[src/rtl/ov7670_config_seq.sv]
// ov7670_config_seq: replays the shared OV7670 register ROM over one SCCB engine, left camera then right camera
// Ports:
//   clk_i, reset_i          clock and synchronous active-high reset
//   start_i                 one-cycle request to configure both cameras (ignored while busy)
//   rom_command_i/finished  ROM {reg, value} word and end marker, two-cycle latency
//   rom_resend_o/advance_o  rewind / step the ROM address
//   sccb_send_o/data_o      write request and command word, held until the engine acknowledges
//   sccb_sel_o              camera routed to the SCCB bus: 0 = left, 1 = right
//   sccb_busy_i             SCCB engine transaction in progress
//   cmd_count_o             commands written to the current camera, saturating at 255
//   busy_o, done_o          sequence running / both cameras configured
module ov7670_config_seq #(
  parameter int SETTLE_CYCLES = 25000
) (
  input  logic        clk_i,
  input  logic        reset_i,
  input  logic        start_i,
  input  logic [15:0] rom_command_i,
  input  logic        rom_finished_i,
  output logic        rom_resend_o,
  output logic        rom_advance_o,
  output logic        sccb_send_o,
  output logic [15:0] sccb_data_o,
  output logic        sccb_sel_o,
  input  logic        sccb_busy_i,
  output logic [7:0]  cmd_count_o,
  output logic        busy_o,
  output logic        done_o
);
  localparam int SW = $clog2(SETTLE_CYCLES + 1);
  localparam logic [SW-1:0] SETTLE_LOAD = SW'(SETTLE_CYCLES - 1);
  localparam logic [15:0] COM7_RESET = 16'h1280;
  typedef enum logic [3:0] {IDLE, REWIND, ROM_WAIT, CHECK, SEND, WAIT_BUSY, SETTLE, ADVANCE, DONE} state_e;
  state_e state_q, state_d;
  logic wait_q, wait_d;
  logic sel_q, sel_d;
  logic [7:0] cnt_q, cnt_d;
  logic [15:0] data_q, data_d;
  logic [SW-1:0] settle_q, settle_d;
  always_ff @(posedge clk_i) begin
    if (reset_i) begin
      state_q  <= IDLE;
      wait_q   <= 1'b0;
      sel_q    <= 1'b0;
      cnt_q    <= '0;
      data_q   <= '0;
      settle_q <= '0;
    end else begin
      state_q  <= state_d;
      wait_q   <= wait_d;
      sel_q    <= sel_d;
      cnt_q    <= cnt_d;
      data_q   <= data_d;
      settle_q <= settle_d;
    end
  end
  // wait_q marks the second ROM_WAIT cycle, covering the two-cycle ROM latency
  always_comb begin
    state_d  = state_q;
    wait_d   = (state_q == ROM_WAIT) && !wait_q;
    sel_d    = sel_q;
    cnt_d    = cnt_q;
    data_d   = data_q;
    settle_d = settle_q;
    case (state_q)
      IDLE, DONE: if (start_i) begin
        state_d = ROM_WAIT;
        sel_d   = 1'b0;
        cnt_d   = '0;
      end
      REWIND:   state_d = ROM_WAIT;
      ROM_WAIT: state_d = wait_q ? CHECK : ROM_WAIT;
      CHECK: begin
        if (rom_finished_i) begin
          state_d = sel_q ? DONE : REWIND;
          sel_d   = 1'b1;
          cnt_d   = sel_q ? cnt_q : '0;
        end else begin
          state_d = SEND;
          data_d  = rom_command_i;
        end
      end
      SEND:      state_d = sccb_busy_i ? WAIT_BUSY : SEND;
      WAIT_BUSY: if (!sccb_busy_i) begin
        cnt_d    = (cnt_q == 8'hFF) ? cnt_q : cnt_q + 8'd1;
        state_d  = (data_q == COM7_RESET) ? SETTLE : ADVANCE;
        settle_d = SETTLE_LOAD;
      end
      SETTLE: begin
        state_d  = (settle_q == '0) ? ADVANCE : SETTLE;
        settle_d = settle_q - 1'b1;
      end
      ADVANCE: state_d = ROM_WAIT;
      default: state_d = IDLE;
    endcase
  end
  assign rom_resend_o  = (state_q == IDLE) || (state_q == REWIND) || (state_q == DONE);
  assign rom_advance_o = state_q == ADVANCE;
  assign sccb_send_o   = state_q == SEND;
  assign sccb_data_o   = data_q;
  assign sccb_sel_o    = sel_q;
  assign cmd_count_o   = cnt_q;
  assign busy_o        = (state_q != IDLE) && (state_q != DONE);
  assign done_o        = state_q == DONE;
endmodule

[config.mk]
export PLATFORM = sky130hd
export DESIGN_NAME = ov7670_config_seq
export DESIGN_NICKNAME = d
export VERILOG_FILES = /design/src/rtl/ov7670_config_seq.sv
export SDC_FILE = /design/constraint.sdc
export NUM_CORES = 1
export LEC_CHECK = 0
export ABC_AREA = 1
export ABC_CLOCK_PERIOD_IN_PS = 1400
export CAP_MARGIN = 40
export CORE_ASPECT_RATIO = 0.7
export CORE_MARGIN = 5
export CORE_UTILIZATION = 30
export CTS_BUF_LIST = sky130_fd_sc_hd__clkbuf_8 sky130_fd_sc_hd__clkbuf_16
export CTS_CLUSTER_SIZE = 30
export DETAILED_ROUTE_END_ITERATION = 16
export GPL_ROUTABILITY_DRIVEN = 0
export SETUP_SLACK_MARGIN = 0.5
export SLEW_MARGIN = 20
export SYNTH_ARGS = -nofsm -noshare
export SYNTH_HDL_FRONTEND = slang
export SYNTH_SLANG_ARGS = --single-unit
[constraint.sdc]
create_clock -name clk_i -period 1.4 [get_ports clk_i]
set_clock_uncertainty 0.15 [all_clocks]
set_input_delay 0.28 -clock clk_i [delete_from_list [all_inputs] [get_ports clk_i]]
set_output_delay 0.28 -clock clk_i [all_outputs]
set_load 0.01 [all_outputs]
; Word level (Yosys, flattened, before mapping)
; Cells that the tools add are included.
[classes]
addsub = 2
n_eq_ne = 16
mux = 20
bitwise = 1
reduce_logical = 18
[op_table]
columns = cell, count
row1 = $mux W8, 5
row2 = $pmux W15 S2, 1
row3 = $pmux W4 S7, 1
row4 = $pmux W8 S3, 1
row5 = $eq A16 B13 Y1 const B, 1
row6 = $eq A4 B3 Y1 const B, 4
row7 = $mux W4, 4
row8 = $logic_not A15 Y1, 1
row9 = $mux W15, 1
row10 = $sub A15 B1 Y15 const B, 1
row11 = $ne A2 B2 Y1 const B, 5
row12 = $add A8 B1 Y8 const B, 1
row13 = $eq A4 B2 Y1 const B, 2
row14 = $eq A8 B8 Y1 const B, 1
row15 = $mux W1, 6
row16 = $reduce_and A2 Y1, 3
row17 = $reduce_and A6 Y1, 1
row18 = $eq A4 B1 Y1 const B, 1
row19 = $eq A4 B4 Y1 const B, 1
row20 = $logic_not A4 Y1, 1
row21 = $ne A4 B4 Y1 const B, 1
row22 = $reduce_bool A2 Y1, 2
row23 = $reduce_bool A4 Y1, 1
row24 = $reduce_or A2 Y1, 2
row25 = 7 further kinds, 9
[word_totals]
register_bits = 45
input_bits = 21
output_inout_bits = 30

; Depth between registers and ports, before layout
[logic_depth]
depth_word = 4
depth_mapped = 11
mapped_depth_nobuf = 10

; Worst setup path before layout
; Ideal clock, no wire load.
[synth_timing]
kind = register -> register
from = register state_q[0]
to = register cnt_q[1], in the netlist cmd_count_o[1]
setup_ns = 0.115
arrival_ns = 1.272
path_slack_ns = -0.137
path_stages_with_launch = 10
path_cell_list = dfxtp_1 nor2_1 nand2_1 nand3_1 nand2_1 nor2_2 buf_6 nand3_1 nand2_1 nor2_1
[synth_via]
elab_chain_len = 4
[synth_lines]
columns = element, line
row1 = from (decl), 34  ; state_e state_q, state_d;
row2 = from (signal assigned), 49  ; state_q <= state_d;
row3 = $eq A4 B4 Y1 or $logic_not A4 Y1 (tied branches), 65  ; case (state_q)
row4 = $reduce_or A2 Y1, 65
row5 = $ne A2 B2 Y1 (no line) or $reduce_bool A3 Y1 (tied branches), --
row6 = $reduce_and A6 Y1 (no line), --
row7 = to (signal assigned), 52  ; cnt_q <= cnt_d;
row8 = to (decl), 37  ; logic [7:0] cnt_q, cnt_d;
; Several ways; a longest one is shown, not always the timed one.
; A chain may end at the register's enable or synchronous reset.

; Worst setup path in the final report
[layout_timing]
from = register state_q[0]
to = register cnt_q[0], in the netlist cmd_count_o[0]
; The elaborated chain is that of the path after synthesis.

==> impl_metrics.py <==
metrics = {
    "clocking": {
        "clk_pin_slew_ns": 0.10,
        "cts.htree.levels": 2,
        "clock_tree_from_tritoncts": "yes",
        "maximum_count_of_clock_buffers_along_a_single_path": 2,
        "cts-root-buf": "clkbuf_8",
        "clock_sinks": 45,
        "cts_buffers": 5,
        "clkLatencyLatePin_ns": 0.31,
        "cts.hold.buffers_added": 0,
    },
    "worst_setup_path": {
        "critPathMaxFanout": 7,
        "worst_setup_path_end_kind": "register",
        "crit_arrival_ns": 1.80,
        "cp_num_buf_inv": 3,
        "max_stage_delay_ns": 0.36,
        "critical-path-top-delay-family": "simple AND/OR/NAND/NOR gates",
        "start_kind": "register",
        "worst-setup-path-type": "reg -> reg",
        "worst-endpoint-required_ns": 1.45,
        "critical_path.slowest_cell": "dfxtp_4",
        "timing.critical_path.cells": "nor2_4, nand2_4, buf_6, buf_6, nand3_2, nand2_2, nor2_4, buf_12, nand2_8, nand2_1, a21oi_2",
        "r2r_start": "state_q[0]",
        "start_point_of_the_critical_path": "state_q[0]",
        "worst_r2r_path_depth": 11,
        "critical_path.reg2reg.endpoint": "cmd_count_o[0]",
        "reg2reg_slack_ns": -0.35,
    },
    "logic_synthesis": {
        "netlist_top_cells_count": "68 x nand2_1, 48 x inv_1, 45 x dfxtp_1",
        "synth_area_leaders": "dfxtp_1 39%, nand2_1 11%, inv_1 7.9%",
        "synth-edff-count": 0,
        "synth_fp_nets": 366,
        "yosys.area.top_type_share": 0.393,
        "synth_most_common_cell": "nand2_1",
        "synth_cell_type_count": 29,
        "yosys_register_bits": 45,
        "share_of_flip_flops_with_an_asynchronous_set_or_reset_after_synthesis": 0,
        "yosysTopAreaCell": "dfxtp_1",
        "syn-instance-count": 342,
        "ys_dominant_reg_cell": "dfxtp_1",
        "summed_instance_area_of_the_synthesized_netlist_sq_um": 2290,
        "yosys_warnings": 0,
        "ys_seq_area_frac": 0.393,
        "syn_area_per_cell_sq_um": 6.70,
    },
    "floorplan": {
        "die_h_um": 83.1,
        "core.rowCount": 26,
        "fp.coreArea_sq_um": 7350,
        "die_w_um": 114,
        "initial_utilization": 0.311,
        "ioPinCount": 51,
        "dieArea_sq_um": 9510,
    },
    "power_and_ir_drop": {
        "total_leakage_power_nw": 1.90,
        "vdd_drop_max_v": 0.000363,
        "power_density_nw_per_um2": 608,
    },
    "routing": {
        "drc": 0,
        "drt-wirelength-per-cell_um": 14.7,
        "drt-pass1-iter-count": 4,
        "detail_route.vias_per_cell": 4.78,
        "postRouteWirelength_mm": 8.70,
        "drt_first_iter_violations": 104,
        "number_of_routed_nets_with_antenna_violations": 0,
        "route.vias.total": 2833,
    },
    "hold_path": {
        "timing.hold.worst_path_depth": 1,
        "holdCritPathClass": "reg -> reg",
        "holdPathEnd": "wait_q",
        "holdCritStartpoint": "wait_q",
    },
    "global_routing": {
        "grt_usage": 0.162,
        "grt_first_pass_wirelength_mm": 12.9,
        "grt_antenna_before_repair": 0,
        "total_congestion_overflow_after_global_routing": 0,
        "vias_in_the_first_global_route": 2744,
        "grt_start_max_net_pins": 16,
    },
    "final_layout": {
        "flow.area_growth_from_synthesis_pct": 96.8,
        "drive_above_1_share": 0.541,
        "antenna-diode-count": 0,
        "layout.nets": 518,
    },
    "place": {
        "dp_hpwl_mm": 5.17,
        "buffer_ports.inserted": 50,
    },
    "outcome": {
        "outcome": "finished, violations left",
        "failed_checks": "setup timing",
    },
    "sta": {
        "rsz0062_at_grt": "yes",
        "worst_slew_margin_rel": 0.778,
        "worstMarginPinSlew_ns": 0.331,
        "fmax_ghz": 0.572,
        "finalSetupTns_ns": -11.60,
        "whs_ns": 0.278,
        "hold_viol": 0,
        "setup_violations": 50,
        "timing.final.crit_period_ns": 1.75,
        "final_worst_path_period_share": 1.25,
        "slew_violations": 0,
        "layout_setup_ws_ns": -0.347,
    },
    "job": {
        "max_cap_violations": 0,
    },
}
metal layers:
layer  part of all wire  vias to the layer above  wire [um]  track usage
li1                   -                     1425          -            -
met4             0.0074                        0         64       0.0324
met3              0.047                        6        406       0.0334
met5                  0                        -          0            0
met1               0.46                     1346       3970        0.216
met2               0.49                       56       4260        0.269
what timing repair did:
action | CTS | global route
gates cloned | 4 | 2
pin swaps | 16 | 25
gates resized for setup | 245 | 61
setup endpoints to repair | 75 | 75
setup buffers | 20 | 7
power breakdown:
group / internal (mW) / switching, mW / total, mW
logic: 0.314 / 0.267 / 0.580
clock network: 0.355 / 0.497 / 0.852
registers: 1.29 / 0.0175 / 1.31
total: 1.96 / 0.781 / 2.74
worst max path at each step:
stage / to / slack (ns) / cells past startpoint
CTS: done_o / -0.26 / 5
global route: cmd_count_o[0] / -0.42 / 11
global placement: cmd_count_o[0] / -0.41 / 9
floorplan: cmd_count_o[1] / -0.08 / 11
detailed placement: cmd_count_o[7] / -0.42 / 9
finish: cmd_count_o[0] / -0.35 / 11
cells in the final DEF, fill, tap and decap left out, types with 5 or more instances in the layout:
master | Yosys | routed
dfxtp_2 | 0 | 22
buf_4 | 0 | 74
nor2_4 | 1 | 13
a21oi_1 | 35 | 23
dfxtp_1 | 45 | 16
nand2_2 | 1 | 11
dfxtp_4 | 0 | 7
nand3_1 | 31 | 20
nand3_2 | 0 | 10
o21ai_1 | 1 | 6
clkbuf_8 | 0 | 5
inv_1 | 48 | 41
nor2_1 | 38 | 28
nand2_1 | 68 | 47
o21ai_2 | 0 | 16
buf_6 | 2 | 48
a21oi_2 | 0 | 12
clkdlybuf4s50_1 | 0 | 20
nand4_1 | 6 | 6
nand2_4 | 0 | 8
cell families (layout without fill, tap and decap cells):
group	Yosys count	after routing	share of synthesized area
simple gates	159	159	0.308
flops	45	45	0.393
buf+inv	61	214	0.108
fa+ha+maj	3	3	0.0164
xor+xnor	2	2	0.00765
compound gates	72	72	0.167
sequential cells by signal, indices dropped and copies added, names as in the netlist:
register,cells
sccb_sel_o,1
state_q,4
settle_q,15
wait_q,1
cmd_count_o,8
sccb_data_o,16
cell type report:
class	instances	area [sq um]
timing repair buffer	153	1500
inverter	51	219
clock buffer	5	68.8
multi-input combinational	236	1600
clock inverter	3	21.3
timing repair inverter	2	16.3
fill	620	2850
tap	98	123
sequential	45	955
metrics by stage:
stage | utilization | area (sq um) | instances | total power, mW | setup slack, ns
detailed placement | 0.485 | 3570 | 552 | 1.71 | -0.421
CTS | 0.568 | 4180 | 584 | 2.64 | -0.257
floorplan | - | 2460 | 342 | 1.49 | -0.0835
global placement | 0.485 | 3570 | 552 | 1.71 | -0.412
global route | 0.613 | 4510 | 593 | 2.85 | -0.425
finish | 0.613 | 4510 | 593 | 2.74 | -0.347
Note: power is estimated with default switching activity, not from simulation.
